--- src/rtl/ber_pkg.sv ---
// Shared types, widths and helpers for the BER measurement controller.
package ber_pkg;

    localparam int LFSR_WIDTH    = 22;
    localparam int SYM_WIDTH     = 2;
    localparam int SYM_CNT_WIDTH = LFSR_WIDTH;
    localparam int BIT_CNT_WIDTH = 24;
    localparam logic [LFSR_WIDTH-1:0] LFSR_PERIOD = 22'h3FFFFF;

    typedef logic [2:0] ber_state_t;

    localparam ber_state_t ST_IDLE    = 3'd0;
    localparam ber_state_t ST_LOAD    = 3'd1;
    localparam ber_state_t ST_FLUSH   = 3'd2;
    localparam ber_state_t ST_MEASURE = 3'd3;
    localparam ber_state_t ST_DONE    = 3'd4;

    // Number of set bits in a 4-bit I/Q mismatch vector, built from two 2-bit halves.
    function automatic logic [2:0] popcount4(input logic [3:0] v);
        logic [1:0] hi;
        logic [1:0] lo;
        hi = {1'b0, v[3]} + {1'b0, v[2]};
        lo = {1'b0, v[1]} + {1'b0, v[0]};
        return {1'b0, hi} + {1'b0, lo};
    endfunction

endpackage

--- src/rtl/sym_delay_line.sv ---
// Enable-gated symbol shift register; DEPTH of zero gives a straight passthrough.
module sym_delay_line #(
    parameter int DEPTH = 4,
    parameter int WIDTH = 4
) (
    input  logic             clk,
    input  logic             reset,
    input  logic             en,
    input  logic [WIDTH-1:0] din,
    output logic [WIDTH-1:0] dout
);

    generate
        if (DEPTH == 0) begin : g_pass
            assign dout = din;
        end else begin : g_shift
            logic [WIDTH-1:0] stages [DEPTH];

            always_ff @(posedge clk or posedge reset) begin
                if (reset) begin
                    for (int i = 0; i < DEPTH; i++) begin
                        stages[i] <= '0;
                    end
                end else if (en) begin
                    stages[0] <= din;
                    for (int i = 1; i < DEPTH; i++) begin
                        stages[i] <= stages[i-1];
                    end
                end
            end

            assign dout = stages[DEPTH-1];
        end
    endgenerate

endmodule

--- src/rtl/ber_test_ctrl.sv ---
// Sequences one BER run: LFSR load, pipeline flush, then symbol/bit error accumulation.
module ber_test_ctrl
    import ber_pkg::*;
#(
    parameter int unsigned N_SYMBOLS     = LFSR_PERIOD,
    parameter int unsigned DELAY         = 4,
    parameter int unsigned FLUSH_SAMPLES = 6
) (
    input  logic                     clk,
    input  logic                     reset,
    input  logic                     sam_clk_ena,
    input  logic                     start,
    input  logic                     abort,
    input  logic [SYM_WIDTH-1:0]     ref_i_sym,
    input  logic [SYM_WIDTH-1:0]     ref_q_sym,
    input  logic [SYM_WIDTH-1:0]     rx_i_sym,
    input  logic [SYM_WIDTH-1:0]     rx_q_sym,
    output logic                     load_data,
    output logic                     busy,
    output logic                     done,
    output logic [SYM_CNT_WIDTH-1:0] sym_count,
    output logic [SYM_CNT_WIDTH-1:0] sym_err_count,
    output logic [BIT_CNT_WIDTH-1:0] bit_err_count
);

    localparam int FW = (FLUSH_SAMPLES > 1) ? $clog2(FLUSH_SAMPLES) : 1;
    localparam logic [FW-1:0]            FLUSH_LAST = FW'(FLUSH_SAMPLES - 1);
    localparam logic [SYM_CNT_WIDTH-1:0] SYM_LAST   = SYM_CNT_WIDTH'(N_SYMBOLS - 1);

    ber_state_t                 state_q, state_d;
    logic [FW-1:0]              flush_cnt_q;
    logic [2*SYM_WIDTH-1:0]     ref_dly;
    logic [2*SYM_WIDTH-1:0]     mismatch;
    logic [2:0]                 bit_errs;
    logic [BIT_CNT_WIDTH:0]     bit_sum;
    logic                       dly_en;

    assign dly_en   = sam_clk_ena && (state_q != ST_LOAD);
    assign mismatch = {rx_i_sym, rx_q_sym} ^ ref_dly;
    assign bit_errs = popcount4(mismatch);
    assign bit_sum  = {1'b0, bit_err_count} + {{(BIT_CNT_WIDTH - 2){1'b0}}, bit_errs};

    sym_delay_line #(
        .DEPTH (DELAY),
        .WIDTH (2 * SYM_WIDTH)
    ) u_ref_dly (
        .clk   (clk),
        .reset (reset),
        .en    (dly_en),
        .din   ({ref_i_sym, ref_q_sym}),
        .dout  (ref_dly)
    );

    always_comb begin
        state_d = state_q;
        case (state_q)
            ST_IDLE:    if (start && !abort) state_d = ST_LOAD;
            ST_LOAD:    state_d = abort ? ST_IDLE : ST_FLUSH;
            ST_FLUSH: begin
                if (abort) state_d = ST_IDLE;
                else if (sam_clk_ena && flush_cnt_q == FLUSH_LAST) state_d = ST_MEASURE;
            end
            ST_MEASURE: begin
                if (abort) state_d = ST_IDLE;
                else if (sam_clk_ena && sym_count == SYM_LAST) state_d = ST_DONE;
            end
            ST_DONE:    if (start && !abort) state_d = ST_LOAD;
            default:    state_d = ST_IDLE;
        endcase
    end

    // Status flags are registered from the next state so they align with state_q.
    always_ff @(posedge clk or posedge reset) begin
        if (reset) begin
            state_q   <= ST_IDLE;
            load_data <= 1'b0;
            busy      <= 1'b0;
            done      <= 1'b0;
        end else begin
            state_q   <= state_d;
            load_data <= (state_d == ST_LOAD);
            busy      <= (state_d == ST_LOAD) || (state_d == ST_FLUSH) ||
                         (state_d == ST_MEASURE);
            done      <= (state_d == ST_DONE);
        end
    end

    always_ff @(posedge clk or posedge reset) begin
        if (reset) begin
            flush_cnt_q   <= '0;
            sym_count     <= '0;
            sym_err_count <= '0;
            bit_err_count <= '0;
        end else if (state_d == ST_LOAD) begin
            flush_cnt_q   <= '0;
            sym_count     <= '0;
            sym_err_count <= '0;
            bit_err_count <= '0;
        end else if (state_q == ST_FLUSH && sam_clk_ena && !abort) begin
            flush_cnt_q <= flush_cnt_q + 1'b1;
        end else if (state_q == ST_MEASURE && sam_clk_ena && !abort) begin
            if (sym_count != '1) sym_count <= sym_count + 1'b1;
            if (mismatch != '0 && sym_err_count != '1) sym_err_count <= sym_err_count + 1'b1;
            bit_err_count <= bit_sum[BIT_CNT_WIDTH] ? '1 : bit_sum[BIT_CNT_WIDTH-1:0];
        end
    end

endmodule

--- config.mk ---
export PLATFORM = sky130hd
export DESIGN_NAME = ber_test_ctrl
export DESIGN_NICKNAME = d
export VERILOG_FILES = /design/src/rtl/ber_pkg.sv /design/src/rtl/sym_delay_line.sv /design/src/rtl/ber_test_ctrl.sv
export SDC_FILE = /design/constraint.sdc
export NUM_CORES = 1
export LEC_CHECK = 0
export CORE_MARGIN = 1.5
export CORE_UTILIZATION = 45
export DETAILED_ROUTE_END_ITERATION = 10
export PLACE_DENSITY = 0.72
export SKIP_CTS_REPAIR_TIMING = 1
export SLEW_MARGIN = 25
export SYNTH_ARGS = -nofsm -noshare
export SYNTH_HDL_FRONTEND = slang
export SYNTH_HIERARCHICAL = 1
export SYNTH_SLANG_ARGS = --single-unit
--- constraint.sdc ---
create_clock -name clk -period 2.94 [get_ports clk]
set_clock_uncertainty 0.1 [all_clocks]
set_input_delay 0.441 -clock clk [delete_from_list [all_inputs] [get_ports clk]]
set_output_delay 0.441 -clock clk [all_outputs]
set_load 0.05 [all_outputs]
* Word level (Yosys, flattened, before mapping)
Cells that the tools add are included.
** Word-level totals
- Register bits :: 93
- Input port bits :: 13
- Output and inout bits :: 71
- Word-level logic and storage cells :: 77
** Cells by class
- $add $sub $neg :: 7
- Equal/unequal tests :: 14
- Muxes and demuxes :: 21
- Bitwise operators :: 1
- Reduce and logical (&&, ||, !) cells :: 22
** Operator list (number)
- 22-bit two-way mux :: 8
- 24-bit two-way mux :: 4
- 22-bit by 1-bit adder with 22-bit output, second input constant :: 2
- 22-bit inequality test, second input constant :: 2
- 24-bit by 3-bit adder with 25-bit output :: 1
- 22-bit equality test, second input constant :: 1
- 3-bit two-way mux :: 7
- 3-bit by 2-bit equality test with 1-bit output, second input constant :: 4
- 3-bit one-hot mux with 4 select lines :: 1
- 3-bit equality test, second input constant :: 3
- 1-bit logical AND :: 9
- 2-bit nonzero test :: 4
- 3-bit by 1-bit equality test with 1-bit output, second input constant :: 2
- 3-bit AND reduction :: 2
- 1-bit by 1-bit adder with 2-bit output :: 2
- 4-bit nonzero test :: 1
- 4-bit bitwise XOR :: 1
- 2-bit by 2-bit adder with 3-bit output :: 1
- 3-bit by 1-bit adder with 3-bit output, second input constant :: 1
- 3-bit logical NOT :: 1
- 3-bit by 1-bit inequality test with 1-bit output, second input constant :: 1
- 1-bit logical OR :: 2
- 2-bit two-way mux :: 1
- 2-bit inequality test, second input constant :: 1
- 3 further kinds :: 3

* Depth between registers and ports, before layout
Gate-level depths: netlist (run 1).
- Depth in word-level cells :: 8
- Depth in mapped cells :: 12
- Mapped depth without buffers :: 10

* Cells and area by module
The synthesis (run 1) kept the hierarchy.
** By module, submodules not included
- ber_test_ctrl :: times used 1, cells an instance 463, area an instance 4369.2 sq um, seq. area each 1926.8 sq um
- sym_delay_line :: times used 1, cells an instance 39, area an instance 683.2 sq um, seq. area each 400.4 sq um

* Worst setup path before layout (run 1)
No wires, ideal clock.
- Path kind :: register to register
- Start point :: reg bit_err_count[0]
- End point :: reg bit_err_count[4]
- Setup time :: 0.079 ns
- Arrival :: 3.108 ns
- Data required time :: 2.761 ns
- Path slack :: -0.347 ns
- Cell stages (with the launch flop) :: 11
- Buffers on the path :: 0
- Period minus slack after synthesis :: 3.287 ns
- Path through :: dfrtp_1 -> inv_1 -> fa_1 -> fa_1 -> inv_1 -> fa_1 -> nand3_1 -> or3_1 -> nor2_1 -> nand2_1 -> a21oi_1
** On the way
- Word-level cells in the longest chain between the ends :: 5
** RTL lines
- start: declaration :: line ber_test_ctrl.sv:23 : output logic [BIT_CNT_WIDTH-1:0] bit_err_count
- start signal: assignment :: line ber_test_ctrl.sv:104 : bit_err_count <= bit_sum[BIT_CNT_WIDTH] ? '1 : bit_sum[BIT_CNT_WIDTH-1:0];
- 24-bit by 3-bit adder with 25-bit output :: line ber_test_ctrl.sv:41 : assign bit_sum = {1'b0, bit_err_count} + {{(BIT_CNT_WIDTH - 2){1'b0}}, bit_errs};
- 24-bit two-way mux :: line ber_test_ctrl.sv:104
- 24-bit two-way mux :: line ber_test_ctrl.sv:101 : end else if (state_q == ST_MEASURE && sam_clk_ena && !abort) begin
- 24-bit two-way mux :: line ber_test_ctrl.sv:99 : end else if (state_q == ST_FLUSH && sam_clk_ena && !abort) begin
- 24-bit two-way mux :: line ber_test_ctrl.sv:94 : end else if (state_d == ST_LOAD) begin
No other way between the ends. The select of a mux whose other input is x is not followed.
A chain may end at the register's enable or synchronous reset.

* Worst setup path in the final report (run 1)
- Start point :: reg u_ref_dly.g_shift.stages (netlist bit u_ref_dly/dout[2])
- End point :: reg bit_err_count[14]
** On the way
- Word-level cells in the longest chain between the ends :: 8
** RTL lines
- start: declaration :: line sym_delay_line.sv:17 : logic [WIDTH-1:0] stages [DEPTH];
- start signal: indexed assignment :: line sym_delay_line.sv:27 : stages[i] <= stages[i-1];
- 4-bit bitwise XOR :: line ber_test_ctrl.sv:39 : assign mismatch = {rx_i_sym, rx_q_sym} ^ ref_dly;
- 1-bit by 1-bit adder with 2-bit output :: line ber_pkg.sv:22 : hi = {1'b0, v[3]} + {1'b0, v[2]};
- 2-bit by 2-bit adder with 3-bit output :: line ber_pkg.sv:24 : return {1'b0, hi} + {1'b0, lo};
- 24-bit by 3-bit adder with 25-bit output :: line ber_test_ctrl.sv:41
- 24-bit two-way mux :: line ber_test_ctrl.sv:104
- 24-bit two-way mux :: line ber_test_ctrl.sv:101
- 24-bit two-way mux :: line ber_test_ctrl.sv:99
- 24-bit two-way mux :: line ber_test_ctrl.sv:94
No other way between the ends. The select of a mux whose other input is x is not followed.

==> flow_metrics.tcl, run 1 <==
set metrics [dict create \
    status "finished, violations left" \
    failed_checks "negative setup slack" \
    period_needed_ns 2.99 \
    seqPwrFrac 0.506 \
    cts_buffer_depth 2 \
    dpl.hpwl_mm 8.48 \
    end_kind "flip-flop" \
    cts_max_level 3 \
    synth_area_leader_cell "dfrtp_1" \
    syn_avg_cell_area_sq_um 10.1 \
    drt_iter0_drc 179 \
    syn_area_sq_um 5050 \
    synthArstFlopShare 1.00 \
    grt_overflow_total 0 \
    diodes 0 \
    slew_viol_final 0 \
    rsz0062_at_grt "yes" \
    wl_per_cell_um 16.2 \
    place_congestion 0.844 \
    hold_violations 0 \
    dieArea_sq_um 11900 \
    ioPinCount 84 \
    yosysSeqAreaShare 0.461 \
    clk_pin_slew_ns 0.09 \
    start_util 0.464 \
    wl_met1_mm 5.33 \
    worst_pin_slew_ns 1.01 \
    fp.dieH_um 109 \
    dr.pass1.iters 4 \
    nets 619 \
    area_growth_pct 28.6 \
    totalWireLength_mm 12.0 \
    power_switching_w 0.000729 \
    place_ws_ns -0.568 \
    wl_met2_mm 5.90 \
    swShare 0.261 \
    grtUsageTotal 0.211 \
    arrival_ns 3.17 \
    avgViaCountPerCell 5.79 \
    finalSetupViolCount 14 \
    pwr-share-comb 0.165 \
    hold_path_class "in2async" \
    synth-edff-count 0 \
    relSlewSlack 0.319 \
    final_util 0.597 \
    synthCells 502 \
    synth_area_leaders "dfrtp_1, xor2_1, nand3_1, mux2_4, nand4_1" \
    grt_max_degree 54 \
    syn-num-nets 524 \
    antenna_found_initial 0 \
    fp.dieW_um 109 \
    power_density_nw_per_um2 430 \
    ys_ff_latch 93 \
    portBuffers 83 \
    grt_first_pass_wirelength_mm 19.5 \
    synth_warnings 6 \
    leakagePower_nw 2.66 \
    clock.fmax_mhz 335 \
    setup_slack_ns -0.0459 \
    vdd_drop_max_uv 354 \
    routed-wl-met3_um 568 \
    power_frac_clock 0.329 \
    std_cell_rows 38 \
    cts_made_buffers 9 \
    clock-sinks 93 \
    drive_gt1_frac 0.171 \
    top_layer_used "met4" \
    core_sq_um 10900 \
    cp_max_fo 4 \
    intPower_w 0.00207 \
    num_vias 4299 \
    finalCritPeriodShare 1.02 \
    first_global_vias 4007 \
    synth.distinct_cells 64 \
    clock-root-buffer "clkbuf_8" \
    drc 0 \
    yosys.area.top_type_share 0.461 \
    startpoint_type "flip-flop" \
    tritoncts "done" \
    synth_top_flop_cell "dfrtp_1" \
    ant_nets 0 \
    cp.required_ns 3.12 \
    clk_latency_ns 0.36 \
    max_cap_viol_count 0 \
    crit_type "reg2reg" \
]
[kinds of logic (layout without fill, tap and decap cells)]
group	count (synthesis)	after routing	share of synthesized area
adders and majority gates	9	9	0.0267
DFF	93	93	0.461
AOI/OAI and AO/OA	95	95	0.127
buffers and inverters	42	140	0.0421
muxes	22	22	0.0550
xor gates and xnor gates	32	32	0.0555
and+or+nand+nor	209	211	0.233
[worst paths after layout]
path | slack (ns) | end | from | cells past startpoint
max | -0.05 | bit_err_count[14] | u_ref_dly/dout[2] | 11
min | 0.39 | bit_err_count[1] | reset | 2
max reg2reg | -0.05 | bit_err_count[14] | u_ref_dly/dout[2] | 11
min reg2reg | 0.41 | u_ref_dly/g_shift.stages[11] | u_ref_dly/g_shift.stages[15] | 1
max in group asynchronous | 1.67 | sym_count[17] | reset | 3
min in group clk | 0.41 | u_ref_dly/g_shift.stages[11] | u_ref_dly/g_shift.stages[15] | 1
[sequential cells by signal, summed over array words and instances (netlist names), 3 cells and up]
name / cells
u_ref_dly/dout: 4
u_ref_dly/g_shift.stages: 12
bit_err_count: 24
flush_cnt_q: 3
state_q: 3
sym_count: 22
sym_err_count: 22
[Yosys cell counts, drive strengths merged (2+ instances only)]
| library cell | instances |
|---|---|
| nand3 | 32 |
| nand4 | 25 |
| dfrtp | 93 |
| nor2b | 2 |
| nor2 | 41 |
| mux2i | 6 |
| and3 | 7 |
| ha | 6 |
| xor2 | 19 |
| o2111ai | 3 |
| nor4 | 11 |
| nor3 | 11 |
| or3 | 13 |
| or4 | 7 |
| a31oi | 8 |
| clkbuf | 16 |
| inv | 16 |
| o21ai | 16 |
| o21a | 4 |
| and4b | 2 |
| nand2b | 4 |
| a31o | 2 |
| nand2 | 27 |
| a211oi | 6 |
| o211ai | 6 |
| a21oi | 29 |
| a311oi | 2 |
| or2 | 2 |
| a32o | 2 |
| and4 | 10 |
| o31ai | 6 |
| mux2 | 16 |
| fa | 3 |
| nor3b | 3 |
| xnor2 | 13 |
| and2 | 8 |
| buf | 10 |
[critical path, stage by stage, from the launching register on]
cell and delay, ns:
dfrtp_1 0.42, xnor2_2 0.16, fa_1 0.51, fa_2 0.41
inv_2 0.06, fa_2 0.21, nand3_2 0.07, or3_4 0.39
nor2_4 0.14, buf_4 0.16, a31oi_1 0.10, a211oi_2 0.16
[cell type report]
class	instances	area (sq um)
Timing Repair Buffer	108	1050
Clock inverter	4	72.6
Multi-Input combinational cell	369	2680
Sequential cell	93	2330
Fill cell	928	4390
Clock buffer	12	135
Inverter	16	60.1
Tap cell	140	175
[layout by cell type, fill, tap and decap left out, types with 5 or more instances in the layout]
cell,count
ha_1,6
o211ai_1,6
nand2_1,25
nor3_1,9
o31ai_1,6
a211oi_1,5
nand4_1,24
nor4_1,10
o21ai_0,16
clkbuf_8,9
a21oi_1,17
mux2i_1,6
or3_1,12
and3_1,6
buf_4,23
and4_1,10
xor2_1,19
nor2_1,38
mux2_2,6
a21oi_2,12
inv_1,13
and2_1,8
dfrtp_1,92
clkdlybuf4s50_1,81
a31oi_1,8
nand3_1,31
mux2_4,10
xnor2_1,11
[per-stage QoR]
stage,TNS (ns),total power (W),std cells,hold slack [ns],instance area [sq um]
2_1_floorplan,0,0.00178,502,0.255,5100
3_3_place_gp,-10.06,0.00187,721,0.386,6150
3_5_place_dp,-12.24,0.00189,721,0.395,6150
4_1_cts,-2.52,0.00280,737,0.415,6350
5_1_grt,-3.38,0.00295,742,0.442,6500
6_report,-0.364,0.00280,742,0.392,6500
[routing by layer]
metal,vias to the layer above,global-route usage
li1,2047,-
met5,-,0
met3,15,0.0275
met4,0,0.0893
met2,120,0.343
met1,2117,0.284
[power groups by stage]
| stage | Combinational (W) | Clock [W] | Sequential [W] |
|---|---|---|---|
| final | 0.000461 | 0.000920 | 0.00141 |
| after global routing | 0.000520 | 0.00101 | 0.00143 |
| after CTS | 0.000448 | 0.000939 | 0.00142 |
| after detailed placement | 0.000447 | 0 | 0.00144 |
| after global placement | 0.000434 | 0 | 0.00143 |
| after floorplan | 0.000342 | 0 | 0.00144 |
Note: power is estimated with default switching activity, not from simulation.
==> run 2, diff against run 1 <==
--- a/config.mk
+++ b/config.mk
@@ -5,7 +5,6 @@
 export SDC_FILE = /design/constraint.sdc
 export NUM_CORES = 1
 export LEC_CHECK = 0
-export CORE_MARGIN = 1.5
 export CORE_UTILIZATION = 45
 export DETAILED_ROUTE_END_ITERATION = 10
 export PLACE_DENSITY = 0.72
==> run 2 against run 1 <==
  * The flow still finishes with violations (negative setup slack)
  * Global-route usage rose by 0.75 points
  * Hold slack worse by 0.0047 ns
  * Combinational power is 2% lower
  * Non-clock buffer count unchanged
  * Via count fell by 1.5%
  * Design area shrank 0.39%
  * Die area decreased by 1.8%
  * Highest routed layer unchanged
==> flow_metrics.tcl, run 2 (synthesis results as in run 1) <==
set metrics [dict create \
    num_vias 4236 \
    worst_pin_slew_ns 0.621 \
    clock-sinks 93 \
    layout_common_cells "dfrtp_1, clkdlybuf4s50_1, nor2_1, nand3_1, a21oi_1" \
    nFillCells 928 \
    cts_max_level 3 \
    dr.pass1.iters 4 \
    final_util 0.594 \
    cts_buffer_depth 2 \
    rsz0062_at_grt "yes" \
    largest_register_ffs 24 \
    period_needed_ns 3.06 \
    setup_slack_ns -0.119 \
    relSlewSlack 0.582 \
    ant_nets 0 \
    drive_gt1_frac 0.155 \
    ioPinCount 84 \
    finalCritPeriodShare 1.04 \
    finalSetupViolCount 15 \
    max_cap_viol_count 0 \
    diodes 0 \
    clk_pin_slew_ns 0.10 \
    core_sq_um 10900 \
    cp.required_ns 3.10 \
    first_global_vias 4125 \
    clock.fmax_mhz 327 \
    cp_max_fo 6 \
    grtUsageTotal 0.219 \
    portBuffers 83 \
    failed_checks "negative setup slack" \
    drt_iter0_drc 247 \
    dieArea_sq_um 11700 \
    clock-root-buffer "clkbuf_8" \
    power_w 0.00295 \
    start_util 0.464 \
    status "finished, violations left" \
    avgViaCountPerCell 5.72 \
    totalWireLength_mm 12.0 \
    wl_per_cell_um 16.2 \
    leakagePower_nw 2.63 \
    crit_type "reg2reg" \
    std_cell_rows 38 \
    nets 617 \
    clk_latency_ns 0.37 \
    top_regs "bit_err_count x24, sym_count x22, sym_err_count x22" \
    cts_made_buffers 9 \
    top_register "bit_err_count" \
    antenna_found_initial 0 \
    hold_violations 0 \
    fp.dieW_um 108 \
    arrival_ns 3.21 \
    dpl.hpwl_mm 8.51 \
    grt_first_pass_wirelength_mm 20.3 \
    area_growth_pct 28.1 \
    vdd_drop_max_uv 323 \
    tritoncts "done" \
    place_congestion 0.847 \
    grt_overflow_total 0 \
    drc 0 \
    startpoint_type "flip-flop" \
    grt_max_degree 54 \
    end_kind "flip-flop" \
    power_density_nw_per_um2 455 \
    final_common_cell "dfrtp_1" \
    fp.dieH_um 108 \
    reg2reg_slack_ns -0.12 \
    slew_viol_final 0 \
    hold_path_class "in2async" \
]
run 2: layer usage:
| layer | track usage | share of wire | vias up |
|---|---|---|---|
| li1 | - | - | 2033 |
| met1 | 0.302 | 0.46 | 2073 |
| met2 | 0.363 | 0.49 | 120 |
| met3 | 0.0295 | 0.042 | 10 |
| met4 | 0.0558 | 0.013 | 0 |
| met5 | 0 | 0 | - |
run 2: path summary, 6_finish.rpt:
| kind | from | to | cells after the start |
|---|---|---|---|
| max | u_ref_dly/dout[2] | bit_err_count[14] | 11 |
| min | reset | bit_err_count[21] | 2 |
| max reg2reg | u_ref_dly/dout[2] | bit_err_count[14] | 11 |
| min reg2reg | u_ref_dly/g_shift.stages[15] | u_ref_dly/g_shift.stages[15] | 1 |
| max in group asynchronous | reset | sym_err_count[3] | 3 |
| min in group clk | u_ref_dly/g_shift.stages[15] | u_ref_dly/g_shift.stages[15] | 1 |
run 2: layout make-up:
cell class / count / area (sq um) / area share
clock buffers: 11 / 151 / 0.0234
clock inverters: 5 / 106 / 0.0164
inverters: 16 / 60.1 / 0.00928
multi-input cells: 367 / 2610 / 0.403
flip-flops and latches: 93 / 2330 / 0.360
well taps: 140 / 175 / 0.0271
repair buffers: 108 / 1040 / 0.161
run 2: critical path, cell delays in order, from the launching register on:
cell and delay [ns]:
dfrtp_1 0.43, xnor2_2 0.16, fa_1 0.51, fa_2 0.41
inv_2 0.06, fa_2 0.20, nand3_2 0.07, or3_4 0.37
nor2_4 0.22, buf_6 0.14, and4_1 0.19, a211oi_1 0.08
run 2: through the flow:
stage | area, sq um | std cells | hold WS [ns] | worst slack (ns) | setup TNS [ns]
6_report | 6470 | 740 | 0.387 | -0.119 | -0.597
5_1_grt | 6470 | 740 | 0.426 | -0.218 | -3.09
4_1_cts | 6380 | 736 | 0.412 | -0.145 | -1.72
3_5_place_dp | 6130 | 720 | 0.396 | -0.542 | -11.09
3_3_place_gp | 6130 | 720 | 0.385 | -0.471 | -10.07
2_1_floorplan | 5100 | 502 | 0.255 | 0.00737 | 0
run 2: power breakdown:
part / internal [W] / total, W / switching, W
Combinational: 0.000228 / 0.000454 / 0.000226
Clock: 0.000613 / 0.00108 / 0.000467
Sequential: 0.00135 / 0.00141 / 0.0000593
Total: 0.00219 / 0.00295 / 0.000752
